## src/rtl/color_sequencer_if.sv

```systemverilog
// ---------------------------------------------------------------------------
// color_sequencer_if
// Board-side and processor-side signals of the colour sequencer.
//   btn_h, btn_v, btn_pal : raw asynchronous pushbuttons (to sequencer)
//   auto_en               : synchronous auto-demo enable (to sequencer)
//   swap_h, swap_v        : swap strobes to the colour processor
//   color_valid           : one-cycle palette load strobe
//   rgb0..rgb3            : palette colours, 24 bit each
//   palette_idx           : currently selected palette
//   busy                  : sequencer is performing an operation
// modport master : the sequencer itself
// modport slave  : the board / processor side
// ---------------------------------------------------------------------------
interface color_sequencer_if;
  logic        btn_h;
  logic        btn_v;
  logic        btn_pal;
  logic        auto_en;
  logic        swap_h;
  logic        swap_v;
  logic        color_valid;
  logic [23:0] rgb0;
  logic [23:0] rgb1;
  logic [23:0] rgb2;
  logic [23:0] rgb3;
  logic [1:0]  palette_idx;
  logic        busy;

  modport master (
    input  btn_h, btn_v, btn_pal, auto_en,
    output swap_h, swap_v, color_valid, rgb0, rgb1, rgb2, rgb3, palette_idx, busy
  );

  modport slave (
    output btn_h, btn_v, btn_pal, auto_en,
    input  swap_h, swap_v, color_valid, rgb0, rgb1, rgb2, rgb3, palette_idx, busy
  );
endinterface

```

## src/rtl/color_sequencer.sv

```systemverilog
// ---------------------------------------------------------------------------
// color_sequencer
// Conditions three pushbuttons and an auto-demo timer into sticky requests,
// arbitrates them (PAL > H > V) and drives non-overlapping swap strobes and
// palette loads towards the four-quadrant colour processor.
// Ports:
//   clk : system clock, rising edge
//   rst : synchronous active-high reset
//   bus : color_sequencer_if.master (buttons/auto_en in, strobes/palette out)
// ---------------------------------------------------------------------------
module color_sequencer #(
  parameter int unsigned DEBOUNCE_CYCLES = 250000,
  parameter int unsigned AUTO_PERIOD     = 25000000,
  parameter int unsigned PULSE_LEN       = 4
) (
  input  logic                  clk,
  input  logic                  rst,
  color_sequencer_if.master     bus
);

  localparam int unsigned DB_W = $clog2(DEBOUNCE_CYCLES + 1);
  localparam int unsigned AP_W = $clog2(AUTO_PERIOD);
  localparam int unsigned PL_W = $clog2(PULSE_LEN + 1);

  localparam logic [DB_W-1:0] DB_LAST = DB_W'(DEBOUNCE_CYCLES - 1);
  localparam logic [DB_W-1:0] DB_ZERO = DB_W'(1'b0);
  localparam logic [DB_W-1:0] DB_ONE  = DB_W'(1'b1);
  localparam logic [AP_W-1:0] AP_LAST = AP_W'(AUTO_PERIOD - 1);
  localparam logic [AP_W-1:0] AP_ZERO = AP_W'(1'b0);
  localparam logic [AP_W-1:0] AP_ONE  = AP_W'(1'b1);
  localparam logic [PL_W-1:0] PL_LAST = PL_W'(PULSE_LEN - 1);
  localparam logic [PL_W-1:0] PL_ZERO = PL_W'(1'b0);
  localparam logic [PL_W-1:0] PL_ONE  = PL_W'(1'b1);

  typedef enum logic [2:0] {
    ST_IDLE    = 3'd0,
    ST_PULSE_H = 3'd1,
    ST_PULSE_V = 3'd2,
    ST_LOAD1   = 3'd3,
    ST_LOAD2   = 3'd4,
    ST_GAP     = 3'd5
  } state_t;

  // Palette table, packed as {rgb0, rgb1, rgb2, rgb3}.
  function automatic logic [95:0] palette_f(input logic [1:0] idx);
    logic [95:0] val;
    case (idx)
      2'd0:    val = {24'hff0000, 24'h00ff00, 24'h0000ff, 24'hffff00};
      2'd1:    val = {24'hffffff, 24'h000000, 24'hff00ff, 24'h00ffff};
      2'd2:    val = {24'hff8000, 24'h0080ff, 24'h80ff00, 24'h808080};
      2'd3:    val = {24'h400040, 24'h004040, 24'hc0c0c0, 24'hff0080};
      default: val = {24'hff0000, 24'h00ff00, 24'h0000ff, 24'hffff00};
    endcase
    return val;
  endfunction

  // Request bit order everywhere: [0]=H, [1]=V, [2]=PAL.
  logic [2:0]      raw_s;
  logic [2:0]      sync1_r;
  logic [2:0]      sync2_r;
  logic [2:0]      deb_r;
  logic [2:0]      deb_d_r;
  logic [DB_W-1:0] db_cnt_r [3];
  logic [AP_W-1:0] timer_r;
  logic [1:0]      step_r;
  logic            tick_s;
  logic [2:0]      tick_set_s;
  logic [2:0]      set_s;
  logic [2:0]      clr_s;
  logic [2:0]      pend_r;
  state_t          state_r;
  state_t          state_nxt;
  logic [PL_W-1:0] cnt_r;
  logic [PL_W-1:0] cnt_nxt;
  logic            pal_step_s;
  logic [1:0]      next_idx_s;
  logic            swap_h_r;
  logic            swap_v_r;
  logic            color_valid_r;
  logic            busy_r;
  logic [1:0]      palette_idx_r;
  logic [95:0]     rgb_r;

  assign raw_s      = {bus.btn_pal, bus.btn_v, bus.btn_h};
  assign tick_s     = bus.auto_en && (timer_r == AP_LAST);
  assign next_idx_s = palette_idx_r + 2'd1;
  // Only debounced rising edges create requests; release is ignored.
  assign set_s      = (deb_r & ~deb_d_r) | tick_set_s;

  // Two-flop synchronisers and per-button debounce counters.
  always_ff @(posedge clk) begin
    if (rst) begin
      sync1_r <= 3'b000;
      sync2_r <= 3'b000;
      deb_r   <= 3'b000;
      deb_d_r <= 3'b000;
      for (int i = 0; i < 3; i++) begin
        db_cnt_r[i] <= DB_ZERO;
      end
    end else begin
      sync1_r <= raw_s;
      sync2_r <= sync1_r;
      deb_d_r <= deb_r;
      for (int i = 0; i < 3; i++) begin
        if (sync2_r[i] == deb_r[i]) begin
          db_cnt_r[i] <= DB_ZERO;
        end else if (db_cnt_r[i] == DB_LAST) begin
          deb_r[i]    <= sync2_r[i];
          db_cnt_r[i] <= DB_ZERO;
        end else begin
          db_cnt_r[i] <= db_cnt_r[i] + DB_ONE;
        end
      end
    end
  end

  // Auto-demo timer and H -> V -> PAL step counter.
  always_ff @(posedge clk) begin
    if (rst) begin
      timer_r <= AP_ZERO;
      step_r  <= 2'd0;
    end else if (!bus.auto_en) begin
      timer_r <= AP_ZERO;
    end else if (tick_s) begin
      timer_r <= AP_ZERO;
      step_r  <= (step_r >= 2'd2) ? 2'd0 : step_r + 2'd1;
    end else begin
      timer_r <= timer_r + AP_ONE;
    end
  end

  // Decode the current auto step into a request bit.
  always_comb begin
    tick_set_s = 3'b000;
    if (tick_s) begin
      case (step_r)
        2'd0:    tick_set_s = 3'b001;
        2'd1:    tick_set_s = 3'b010;
        2'd2:    tick_set_s = 3'b100;
        default: tick_set_s = 3'b001;
      endcase
    end else begin
      tick_set_s = 3'b000;
    end
  end

  // Sticky pending flags; a new event on the accept edge keeps the flag set.
  always_ff @(posedge clk) begin
    if (rst) begin
      pend_r <= 3'b000;
    end else begin
      pend_r <= (pend_r & ~clr_s) | set_s;
    end
  end

  // FSM next-state, arbitration and pulse timing.
  always_comb begin
    state_nxt  = state_r;
    cnt_nxt    = cnt_r;
    clr_s      = 3'b000;
    pal_step_s = 1'b0;
    case (state_r)
      ST_IDLE: begin
        cnt_nxt = PL_ZERO;
        if (pend_r[2]) begin
          state_nxt  = ST_LOAD1;
          clr_s      = 3'b100;
          pal_step_s = 1'b1;
        end else if (pend_r[0]) begin
          state_nxt = ST_PULSE_H;
          clr_s     = 3'b001;
        end else if (pend_r[1]) begin
          state_nxt = ST_PULSE_V;
          clr_s     = 3'b010;
        end else begin
          state_nxt = ST_IDLE;
        end
      end
      ST_PULSE_H, ST_PULSE_V, ST_GAP: begin
        if (cnt_r == PL_LAST) begin
          state_nxt = (state_r == ST_GAP) ? ST_IDLE : ST_GAP;
          cnt_nxt   = PL_ZERO;
        end else begin
          cnt_nxt = cnt_r + PL_ONE;
        end
      end
      ST_LOAD1: begin
        state_nxt = ST_LOAD2;
      end
      ST_LOAD2: begin
        state_nxt = ST_GAP;
        cnt_nxt   = PL_ZERO;
      end
      default: begin
        state_nxt = ST_IDLE;
        cnt_nxt   = PL_ZERO;
      end
    endcase
  end

  // State register; strobes are decoded from the next state so they are
  // registered and line up exactly with the state they belong to.
  always_ff @(posedge clk) begin
    if (rst) begin
      state_r       <= ST_IDLE;
      cnt_r         <= PL_ZERO;
      busy_r        <= 1'b0;
      swap_h_r      <= 1'b0;
      swap_v_r      <= 1'b0;
      color_valid_r <= 1'b0;
      palette_idx_r <= 2'd0;
      rgb_r         <= palette_f(2'd0);
    end else begin
      state_r       <= state_nxt;
      cnt_r         <= cnt_nxt;
      busy_r        <= (state_nxt != ST_IDLE);
      swap_h_r      <= (state_nxt == ST_PULSE_H);
      swap_v_r      <= (state_nxt == ST_PULSE_V);
      color_valid_r <= (state_nxt == ST_LOAD2);
      // New palette becomes visible in LOAD cycle 1, one cycle ahead of
      // color_valid so the colours are stable when the strobe is seen.
      if (pal_step_s) begin
        palette_idx_r <= next_idx_s;
        rgb_r         <= palette_f(next_idx_s);
      end else begin
        palette_idx_r <= palette_idx_r;
        rgb_r         <= rgb_r;
      end
    end
  end

  assign bus.swap_h      = swap_h_r;
  assign bus.swap_v      = swap_v_r;
  assign bus.color_valid = color_valid_r;
  assign bus.busy        = busy_r;
  assign bus.palette_idx = palette_idx_r;
  assign bus.rgb0        = rgb_r[95:72];
  assign bus.rgb1        = rgb_r[71:48];
  assign bus.rgb2        = rgb_r[47:24];
  assign bus.rgb3        = rgb_r[23:0];

endmodule

```

## src/flat_wrapper.sv

```systemverilog
// flat-port wrapper written by rule: the top's interface ports become plain ports
module color_sequencer_flat 
#(
  parameter int unsigned DEBOUNCE_CYCLES = 250000,
  parameter int unsigned AUTO_PERIOD     = 25000000,
  parameter int unsigned PULSE_LEN       = 4
)
  (clk, rst, bus_btn_h, bus_btn_v, bus_btn_pal, bus_auto_en, bus_swap_h, bus_swap_v, bus_color_valid, bus_rgb0, bus_rgb1, bus_rgb2, bus_rgb3, bus_palette_idx, bus_busy);
  color_sequencer_if bus_i ();
  input  logic clk;
  input  logic rst;
  input wire logic [$bits(bus_i.btn_h)-1:0] bus_btn_h;
  input wire logic [$bits(bus_i.btn_v)-1:0] bus_btn_v;
  input wire logic [$bits(bus_i.btn_pal)-1:0] bus_btn_pal;
  input wire logic [$bits(bus_i.auto_en)-1:0] bus_auto_en;
  output wire logic [$bits(bus_i.swap_h)-1:0] bus_swap_h;
  output wire logic [$bits(bus_i.swap_v)-1:0] bus_swap_v;
  output wire logic [$bits(bus_i.color_valid)-1:0] bus_color_valid;
  output wire logic [$bits(bus_i.rgb0)-1:0] bus_rgb0;
  output wire logic [$bits(bus_i.rgb1)-1:0] bus_rgb1;
  output wire logic [$bits(bus_i.rgb2)-1:0] bus_rgb2;
  output wire logic [$bits(bus_i.rgb3)-1:0] bus_rgb3;
  output wire logic [$bits(bus_i.palette_idx)-1:0] bus_palette_idx;
  output wire logic [$bits(bus_i.busy)-1:0] bus_busy;
  assign bus_i.btn_h = bus_btn_h;
  assign bus_i.btn_v = bus_btn_v;
  assign bus_i.btn_pal = bus_btn_pal;
  assign bus_i.auto_en = bus_auto_en;
  assign bus_swap_h = bus_i.swap_h;
  assign bus_swap_v = bus_i.swap_v;
  assign bus_color_valid = bus_i.color_valid;
  assign bus_rgb0 = bus_i.rgb0;
  assign bus_rgb1 = bus_i.rgb1;
  assign bus_rgb2 = bus_i.rgb2;
  assign bus_rgb3 = bus_i.rgb3;
  assign bus_palette_idx = bus_i.palette_idx;
  assign bus_busy = bus_i.busy;
  color_sequencer #(.DEBOUNCE_CYCLES(DEBOUNCE_CYCLES), .AUTO_PERIOD(AUTO_PERIOD), .PULSE_LEN(PULSE_LEN)) u_core (.clk(clk), .rst(rst), .bus(bus_i));
endmodule
```

## config.mk

```make
export PLATFORM = sky130hd
export DESIGN_NAME = color_sequencer_flat
export DESIGN_NICKNAME = d
export VERILOG_FILES = /design/src/rtl/color_sequencer_if.sv /design/src/rtl/color_sequencer.sv /design/src/flat_wrapper.sv
export SDC_FILE = /design/constraint.sdc
export NUM_CORES = 1
export LEC_CHECK = 0
export CORE_ASPECT_RATIO = 0.8
export CORE_MARGIN = 5
export CORE_UTILIZATION = 40
export DETAILED_ROUTE_END_ITERATION = 8
export GPL_ROUTABILITY_DRIVEN = 0
export SYNTH_ARGS = -nofsm -noshare
export SYNTH_HDL_FRONTEND = slang
export SYNTH_SLANG_ARGS = --single-unit
```

## constraint.sdc

```tcl
create_clock -name clk -period 5.9 [get_ports clk]
set_clock_uncertainty 0.15 [all_clocks]
set_input_delay 1.77 -clock clk [delete_from_list [all_inputs] [get_ports clk]]
set_output_delay 1.77 -clock clk [all_outputs]
set_load 0.05 [all_outputs]
```

# --- Word level (Yosys, flattened, before mapping) ---
# Memory sizes are Yosys's and may differ from the RTL's.
# Index checks and enable logic that the tools add are counted.
op_classes:
  n_addsub: 7
  magnitude_cmp: 1
  eq_ne: 21
  muxes: 60
  n_bitwise: 19
  n_reduce_logical: 10
op_table:
  columns: ["op", "count"]
  rows:
  - ["96-bit case mux with 4 select lines", 1]
  - ["18-bit two-way mux", 9]
  - ["18-bit by 1-bit adder with 18-bit output (second input constant)", 3]
  - ["18-bit == test (second input constant)", 3]
  - ["1-bit two-way mux", 37]
  - ["25-bit by 1-bit adder with 25-bit output (second input constant)", 1]
  - ["25-bit == test (second input constant)", 1]
  - ["3-bit two-way mux", 8]
  - ["3-bit by 2-bit == test with 1-bit output (second input constant)", 4]
  - ["3-bit case mux with 2 select lines", 2]
  - ["3-bit case mux with 4 select lines", 1]
  - ["3-bit == test (second input constant)", 3]
  - ["1-bit bitwise OR", 9]
  - ["2-bit AND reduction", 4]
  - ["3-bit AND", 2]
  - ["2-bit == test (second input constant)", 3]
  - ["3-bit by 1-bit == test with 1-bit output (second input constant)", 2]
  - ["3-bit NOT", 2]
  - ["3-bit bitwise OR", 2]
  - ["3-bit OR reduction", 2]
  - ["2-bit by 1-bit adder with 2-bit output (second input constant)", 2]
  - ["2-bit by 1-bit == test with 1-bit output (second input constant)", 2]
  - ["2-bit two-way mux", 2]
  - ["1-bit NOT", 4]
  - ["other kinds (7)", 9]
totals:
  ff_bits: 150
  ram_bits: 54
  input_bits: 6
  output_inout_bits: 102
  wordCells: 136
  mem_count: 1
mem_list:
  columns: ["memory", "depth", "word_bits", "read_ports", "rd_clocked_by_memory_dff", "write_ports", "line", "source"]
  rows:
  - ["u_core.db_cnt_r", 3, 18, 3, 0, 3, "color_sequencer.sv:63", "logic [DB_W-1:0] db_cnt_r [3];"]

# --- Logic depth before layout (Yosys ltp) ---
# Gate-level depths: netlist of run 1.
# An unclocked memory read counts as a cell.
logic_depth:
  word_depth: 8
  depth_mapped: 6
  ltp_nobuf: 5

# --- Worst setup path before layout of run 1 ---
# Ideal clock, no wire load.
synth_timing:
  path_kind: "input to register"
  from: "in rst"
  to: "mem u_core.db_cnt_r[0][10] (netlist name) (data pin)"
  setup_ns: 0.266
  arrival_ns: 2.922
  required_time_ns: 5.484
  setup_slack_ns: 2.562
  stages: 6
  n_path_buf: 3
  cell_sequence: "clkbuf_1 > clkbuf_1 > nor2_1 > o21ai_1 > clkbuf_1 > nor2_1"
synth_rtl:
  columns: ["element", "line", "source"]
  rows:
  - ["start, declared", "flat_wrapper.sv:11", "input logic rst;"]
  - ["end, declared", "color_sequencer.sv:63", null]

==> flow_summary_export.csv, run 1 <==
group,metric,value,unit
status,outcome,"complete, no violations",
floorplanning,dieArea,18900,sq um
routing,route.detailed.drc,0,
synth,netlist_area,6480,sq um
timing,hold_viol_final,0,
placement,portBuffers,98,
worst_setup_path,crit_type,"reg -> out",
placement,dpl.hpwl,9000,um
worst_hold_path,hold_path.class,"reg -> reg",
timing,fmax,244,MHz
worst_setup_path,crit_path_start_kind,"flop",
worst_hold_path,hold_start,"u_core.sync1_r[0]",
layout,final_common_cell,"clkdlybuf4s50_1",
routing,routed_via_density,4.82,
synth,synthCells,689,
grt,grtUsageMet3,4.62,%
worst_setup_path,cp_num_cells,1,
worst_setup_path,endpoint_kind,"output port",
timing,setup_viol,0,
routing,wl_per_cell,12.6,um
layout,syn2layout_area_growth,20.8,%
synth,synthArstFlopShare,0,%
timing,slew_headroom,21.5,%
grt,grt_antenna_before_repair,0,
grt,grtUsageMet1,16.6,%
synth,yosysTopAreaCellShare,25.0,%
layout,layout-drive-gt1-share,5.67,%
synth,syn_avg_cell_area,9.40,sq um
routing,drt_wl_total,12500,um
worst_setup_path,slowest_delay,950,ps
worst_setup_path,crit_start,"u_core.rgb_r[86]",
grt,grt.overflow.total,0,
routing,vias,4772,
worst_setup_path,cp.arrival,2180,ps
worst_setup_path,timing.rr.start,"u_core.db_cnt_r[2][0]",
synth,synth_seq_cells,120,
routing,drt_iter0_markers,202,
clock_tree,cts_tree,"yes",
grt,grt_pass1_wl,20600,um
worst_setup_path,crit_slowest_cell,"clkdlybuf4s50_1",
layout,nets,785,
timing,min_period_over_period,69.5,%
clock_tree,post_cts_buffers,0,
layout,fin_util,49.4,%
clock_tree,cts_buffers,17,
placement,postPlaceCellArea,7250,sq um
worst_setup_path,crit_family,"buffers and inverters",
worst_setup_path,crit_chain,"clkdlybuf4s50_1",
clock_tree,cts_resized,0,
worst_setup_path,reg2reg_depth,5,
clock_tree,cts_buffer_depth,2,
flow_run,max_cap_violations,0,
floorplanning,start_util,40.9,%
timing,tns,0,ps
worst_setup_path,r2r_slack,2970,ps
floorplanning,ios,108,
floorplanning,dieWidth,152,um
worst_setup_path,crit_end,"bus_rgb0[7]",
worst_setup_path,r2r-end,"u_core.db_cnt_r[2][8]",
worst_setup_path,cp_max_fo,28,
power,peakVddDrop,0.205,mV
clock_tree,path_clk_slew,50,ps
layout,fin_cells,991,
clock_tree,clock-root-buffer,"clkbuf_16",
grt,grtUsageTotal,13.4,%
floorplanning,core_area,15900,sq um
timing,rsz0062_at_grt,"false",
timing,period_needed,4100,ps
synth,synth-edff-count,54,
grt,grtUsageMet2,21.9,%
floorplanning,fp.dieH,124,um
placement,dp.cells,959,
clock_tree,clk_latency,420,ps
grt,top_usage_layer,"met2",
clock_tree,numClockSinks,120,
routing,drt-pass1-iter-count,4,
timing,whs,286,ps
synth,synth_area_leaders,"edfxtp_1, dfxtp_1, buf_4",
clock_tree,cts_htree_levels,4,
synth,synth_top_cell_by_area,"edfxtp_1",
timing,worst_pin_slew,1170,ps
power,powerDensity,251,nW/um^2
synth,synthDistinctLibCells,53,
synth,yosysWarnings,0,
grt,grt_pass1_vias,4340,
routing,ant_nets,0,
grt,grt_start_max_net_pins,29,
timing,slew_violations,0,
layout,fin_area,7830,sq um
worst_setup_path,cp.required,3980,ps
worst_setup_path,worst-path-buf-inv,1,
layout,most-common-layout-cells,"clkdlybuf4s50_1, nor2_1, dfxtp_1",
synth,ys_seq_area_share,45.4,%
layout,diodes,0,
power,leakage,2.69,nW
clock_tree,hold_buffers,0,
synth,synth_ff_type,"dfxtp_1",
floorplanning,rows,41,
-- cell families (layout without fill, tap and decap cells) --
family          count (synthesis)  in the layout  share of synthesized area [%]
buf+inv                       134            160                           12.7
mux                             1              1                          0.154
fa+ha+maj                      16             16                           3.09
simple gates                  270            270                           22.4
flops                         120            120                           45.4
other cells                     2             63                          0.116
xor+xnor                       58             58                           7.84
compound gates                 88             88                           8.32
-- where the power goes --
group	leakage [nW]	internal, W	total (W)	switching (W)
combinational	1.30	0.0000202	0.0000618	0.0000416
sequential	1.09	0.000888	0.000909	0.0000206
clock	0.297	0.000642	0.000994	0.000352
-- state kept, by name (all words and copies together), names as in the netlist --
register	flops
u_core.sync1_r	3
u_core.rgb_r	12
u_core.timer_r	25
u_core.pend_r	3
u_core.step_r	2
u_core.cnt_r	3
u_core.deb_r	3
u_core.bus.color_valid	1
u_core.bus.busy	1
u_core.sync2_r	3
u_core.db_cnt_r	54
u_core.bus.swap_h	1
u_core.deb_d_r	3
u_core.bus.palette_idx	2
u_core.state_r	3
u_core.bus.swap_v	1
-- how the worst min path moves through the flow --
| stage | endpoint | slack (ps) | cells after the start |
|---|---|---|---|
| 6_report | u_core.sync2_r[0] | 290 | 1 |
| 5_1_grt | u_core.sync2_r[2] | 310 | 1 |
| 4_1_cts | u_core.sync2_r[0] | 290 | 1 |
| 3_5_place_dp | u_core.sync2_r[0] | 280 | 1 |
| 3_3_place_gp | u_core.timer_r[0] | 270 | 1 |
| 2_1_floorplan | u_core.timer_r[0] | 260 | 1 |
-- routing by layer --
metal  vias up  share of wire (%)
li1       2427                  -
met1      2215                 47
met2       118                 45
met3        12                7.1
met4         0                1.1
met5         -                  0
-- through the flow --
stage,worst slack [ps],total power [W]
2_1_floorplan,2560,0.000976
3_3_place_gp,1900,0.000984
3_5_place_dp,1790,0.000986
4_1_cts,1730,0.00199
5_1_grt,1640,0.00203
6_report,1800,0.00196
-- Yosys cell counts, drive strengths merged (3+ instances only) --
master,count
nor4b,5
o31ai,9
inv,29
and2,5
a21oi,38
o21a,3
a211o,3
xor2,14
edfxtp,54
buf,87
or3,15
dfxtp,66
and4,5
or4,15
nand4,24
nand3,28
and3,7
nand2b,7
o21ai,20
nor3,18
nand2,28
nor2,81
nor4,13
clkbuf,18
a211oi,5
xnor2,44
nor2b,13
ha,16
-- final cells by class --
type | count | area (sq um)
sequential | 120 | 2940
tap | 215 | 269
multi-input combinational | 496 | 2950
fill | 1412 | 8020
inverter | 29 | 109
timing repair buffer | 99 | 983
clock buffer | 23 | 509
clock inverter | 9 | 70.1
Note: power is estimated with default switching activity, not from simulation.
==> run 2: changes to the inputs <==
- clock period: 5.9 -> 3.9 ns (I/O delays scaled with it)
==> run 2 against run 1 <==
  * Core utilization increased by 0.10 points
  * Worst hold slack got worse by 0.89 ps
  * Sequential power rose by 51%
  * Via count rose by 1.6%
  * Final area rose by 0.21%
  * Clock power grew 51%
  * Sequential share of layout area decreased by 0.078 points
  * Clock-buffer cell count grew 1
  * Highest routed layer unchanged
  * Largest power group unchanged
  * First-iteration DRC count grew 26%
  * Final cell count grew 0.40%
==> flow_summary_export.csv, run 2 (synthesis results as in run 1) <==
group,metric,value,unit
layout,fillers,1433,
power,p_total,0.00296,W
placement,portBuffers,98,
routing,drt-pass1-iter-count,5,
routing,wl_per_cell,12.6,um
layout,largest-register,"u_core.db_cnt_r",
clock_tree,clk_latency,410,ps
layout,diodes,0,
floorplanning,ios,108,
layout,final_common_cell,"clkdlybuf4s50_1",
worst_setup_path,cp.required,2580,ps
timing,period_needed,3210,ps
grt,grt.overflow.total,0,
grt,grtUsageTotal,13.7,%
timing,worst_pin_slew,1120,ps
clock_tree,cts_htree_levels,4,
timing,min_period_over_period,82.4,%
layout,layout-drive-gt1-share,5.77,%
floorplanning,dieArea,18900,sq um
worst_setup_path,cp_max_fo,25,
timing,setup_viol,0,
floorplanning,dieWidth,152,um
clock_tree,path_clk_slew,50,ps
floorplanning,rows,41,
grt,grt_antenna_before_repair,0,
flow_run,max_cap_violations,0,
worst_setup_path,slowest_delay,840,ps
timing,finalWorstSetupSlack,685,ps
clock_tree,cts_tree,"yes",
timing,rsz0062_at_grt,"false",
timing,fmax,311,MHz
timing,tns,0,ps
floorplanning,start_util,40.9,%
worst_setup_path,crit_path_start_kind,"flop",
timing,hold_viol_final,0,
worst_setup_path,crit_chain,"buf_4, clkdlybuf4s50_1",
clock_tree,cts_resized,0,
clock_tree,hold_buffers,0,
placement,dpl.hpwl,8980,um
routing,ant_nets,0,
worst_setup_path,crit_type,"reg -> out",
power,peakVddDrop,0.333,mV
layout,syn2layout_area_growth,21.1,%
routing,routed_via_density,4.87,
floorplanning,core_area,15900,sq um
clock_tree,clock-root-buffer,"clkbuf_16",
timing,slew_headroom,25.0,%
worst_hold_path,hold_path.class,"reg -> reg",
clock_tree,numClockSinks,120,
floorplanning,fp.dieH,124,um
layout,largestRegisters,"u_core.db_cnt_r (54), u_core.timer_r (25), u_core.rgb_r (12)",
worst_setup_path,cp.arrival,1890,ps
grt,grt_start_max_net_pins,26,
routing,drt_wl_total,12500,um
routing,drt_iter0_markers,255,
worst_setup_path,endpoint_kind,"output port",
power,powerDensity,378,nW/um^2
clock_tree,cts_buffer_depth,2,
grt,grt_pass1_vias,4442,
layout,nets,789,
grt,grt_pass1_wl,21300,um
worst_setup_path,worst-path-buf-inv,2,
routing,vias,4846,
layout,most-common-layout-cells,"clkdlybuf4s50_1, nor2_1, dfxtp_1",
clock_tree,cts_buffers,17,
worst_setup_path,r2r_slack,1200,ps
worst_setup_path,crit_family,"buffers and inverters",
layout,largest_register_ff_count,54,
routing,route.detailed.drc,0,
worst_setup_path,crit_slowest_cell,"clkdlybuf4s50_1",
status,outcome,"complete, no violations",
clock_tree,post_cts_buffers,0,
placement,place_ws,846,ps
timing,slew_violations,0,
power,leakage,2.70,nW
-- run 2: layout make-up --
| class | instances | area, sq um | area share, % |
|---|---|---|---|
| sequential | 120 | 2940 | 37.5 |
| clock buffer | 24 | 503 | 6.41 |
| inverter | 29 | 109 | 1.39 |
| tap | 215 | 269 | 3.43 |
| timing repair buffer | 103 | 1010 | 12.9 |
| multi-input combinational | 496 | 2940 | 37.5 |
| clock inverter | 8 | 66.3 | 0.845 |
-- run 2: path summary, 6_finish.rpt --
kind                            end  depth (start not counted)                  start
min reg2reg       u_core.sync2_r[1]                          1      u_core.sync1_r[1]
max reg2reg  u_core.db_cnt_r[0][12]                          5  u_core.db_cnt_r[0][0]
min               u_core.sync2_r[1]                          1      u_core.sync1_r[1]
max                    bus_rgb0[12]                          2       u_core.rgb_r[86]
-- run 2: metrics by stage --
stage / hold slack, ps / instance area, sq um / util, % / std cells
after global placement: 269 / 7280 / 45.9 / 963
final: 286 / 7850 / 49.5 / 995
after floorplan: 263 / 6710 / - / 750
after detailed placement: 282 / 7280 / 45.9 / 963
after CTS: 284 / 7850 / 49.5 / 995
after global routing: 301 / 7850 / 49.5 / 995
-- run 2: where the power goes --
part / switching (W) / internal (W) / leakage [nW]
clock network: 0.000538 / 0.000958 / 0.289
logic: 0.0000626 / 0.0000320 / 1.32
registers: 0.0000310 / 0.00134 / 1.09
-- run 2: per-layer routing --
layer,GRT usage (%),up-vias,part of all wire (%)
met5,0,-,0
met4,4.83,0,1.0
met3,5.21,9,7.9
met2,22.3,144,45
met1,17.0,2246,46
li1,-,2447,-
==> run 3: changes to the inputs <==
- clock period: 3.9 -> 3 ns (I/O delays scaled with it)
==> run 3 against run 2 <==
  * Non-clock buffer count grew 3
  * Global-route usage shrank 0.17 points
  * Final area shrank 0.81%
  * Die area is the same
  * Worst hold slack gained 0.86 ps
  * Critical path depth shrank 1
  * Setup slack lost 590 ps
  * Clock-buffer cell count grew 5
  * Clock power grew 19%
  * Critical path type unchanged
==> flow_summary_export.csv, run 3 (synthesis results as in run 1) <==
group,metric,value,unit
status,outcome,"complete, no violations",
worst_setup_path,crit_family,"buffers and inverters",
routing,route.detailed.drc,0,
layout,largest-register,"u_core.db_cnt_r",
grt,grt_pass1_vias,4422,
layout,diodes,0,
worst_setup_path,crit_type,"reg -> out",
worst_setup_path,cp.required,1950,ps
power,combinationalPowerShare,3.4,%
clock_tree,clock-root-buffer,"clkbuf_16",
layout,final_common_cell,"nor2_1",
routing,drt-pass1-iter-count,4,
timing,rsz0062_at_grt,"false",
layout,largest_register_ff_count,54,
power,peakVddDrop,0.384,mV
clock_tree,cts_buffer_depth,2,
worst_setup_path,r2r_slack,490,ps
floorplanning,start_util,40.9,%
floorplanning,rows,41,
power,p_sw,0.000795,W
layout,layout-drive-gt1-share,8.81,%
worst_setup_path,slowest_delay,890,ps
timing,slew_headroom,39.7,%
worst_setup_path,worst-path-buf-inv,1,
layout,most-common-layout-cells,"nor2_1, dfxtp_1, conb_1",
timing,min_period_over_period,96.9,%
routing,ant_nets,0,
timing,setup_viol,0,
floorplanning,dieArea,18900,sq um
power,p_clk_share,48.3,%
worst_setup_path,cp.arrival,1860,ps
power,leakage,2.79,nW
worst_setup_path,crit_path_start_kind,"flop",
timing,period_needed,2910,ps
placement,dpl.hpwl,9060,um
floorplanning,core_area,15900,sq um
floorplanning,fp.dieH,124,um
layout,nets,792,
worst_setup_path,crit_slowest_cell,"clkdlybuf4s50_1",
flow_run,max_cap_violations,0,
timing,slew_violations,0,
routing,routed_via_density,4.80,
clock_tree,clk_latency,410,ps
grt,grtUsageMet3,5.80,%
grt,grtUsageTotal,13.6,%
power,power_frac_seq,48.3,%
timing,tns,0,ps
worst_hold_path,hold_path.class,"reg -> reg",
grt,grtUsageMet2,22.2,%
routing,drt_wl_total,12500,um
grt,grt_start_max_net_pins,28,
timing,hold_viol_final,0,
timing,fmax,344,MHz
clock_tree,numClockSinks,120,
power,powerDensity,476,nW/um^2
power,sw_frac_of_total,21.5,%
layout,largestRegisters,"u_core.db_cnt_r (54), u_core.timer_r (25), u_core.rgb_r (12)",
grt,top_usage_layer,"met2",
clock_tree,path_clk_slew,50,ps
grt,grt.overflow.total,0,
worst_setup_path,cp_max_fo,14,
worst_setup_path,endpoint_kind,"output port",
clock_tree,cts_buffers,17,
layout,syn2layout_area_growth,20.1,%
routing,vias,4794,
power,p_int,0.00291,W
clock_tree,cts_tree,"yes",
placement,portBuffers,98,
timing,whs,286,ps
routing,drt_iter0_markers,249,
timing,worst_pin_slew,902,ps
floorplanning,dieWidth,152,um
grt,grt_antenna_before_repair,0,
grt,grtUsageMet1,16.5,%
worst_setup_path,crit_chain,"clkdlybuf4s50_1",
clock_tree,cts_htree_levels,4,
floorplanning,ios,108,
grt,grt_pass1_wl,21000,um
routing,wl_per_cell,12.6,um
[run 3: cell type report]
| class | count | area (sq um) |
|---|---|---|
| sequential | 120 | 2940 |
| timing repair buffer | 106 | 1000 |
| clock inverter | 3 | 15.0 |
| multi-input combinational | 496 | 2940 |
| inverter | 29 | 109 |
| clock buffer | 29 | 500 |
| fill | 1448 | 8070 |
| tap | 215 | 269 |
[run 3: stage by stage]
| stage | total power [W] | setup slack, ps | instance area [sq um] | cells | util [%] |
|---|---|---|---|---|---|
| 6_report | 0.00370 | 93.7 | 7780 | 998 | 49.1 |
| 5_1_grt | 0.00385 | 0.971 | 7780 | 998 | 49.1 |
| 4_1_cts | 0.00375 | 19.9 | 7760 | 998 | 49.0 |
| 3_5_place_dp | 0.00194 | 255 | 7240 | 966 | 45.7 |
| 3_3_place_gp | 0.00194 | 315 | 7240 | 966 | 45.7 |
| 2_1_floorplan | 0.00192 | 532 | 6710 | 750 | - |
[run 3: repair_timing]
| item | CTS | global route |
|---|---|---|
| buffers inserted | 0 | 0 |
| resized for setup | 0 | 9 |
| endpoints found under the setup margin | 0 | 21 |
| hold buffers | 0 | 0 |
| endpoints found under the hold margin | 0 | 0 |
[run 3: power by group through the flow]
stage / logic (W) / registers, W / clock network (W)
after global placement: 0.000122 / 0.00182 / 0
after floorplan: 0.000110 / 0.00181 / 0
after global routing: 0.000143 / 0.00179 / 0.00191
after detailed placement: 0.000124 / 0.00182 / 0
after CTS: 0.000125 / 0.00179 / 0.00184
final: 0.000126 / 0.00179 / 0.00179
[run 3: layer usage]
metal	vias to the layer above	routed length [um]	share of wire [%]
met1	2218	5820	46
met2	128	5680	45
li1	2437	-	-
met3	11	928	7.4
met4	0	110	0.88
met5	-	0	0
[run 3: path summary, 6_finish.rpt]
kind	start	to	cells past startpoint
worst max-delay path	u_core.rgb_r[29]	bus_rgb2[2]	1
worst min-delay path	u_core.sync1_r[2]	u_core.sync2_r[2]	1
worst max register to register	u_core.db_cnt_r[1][13]	u_core.db_cnt_r[1][14]	4
worst min register to register	u_core.sync1_r[2]	u_core.sync2_r[2]	1
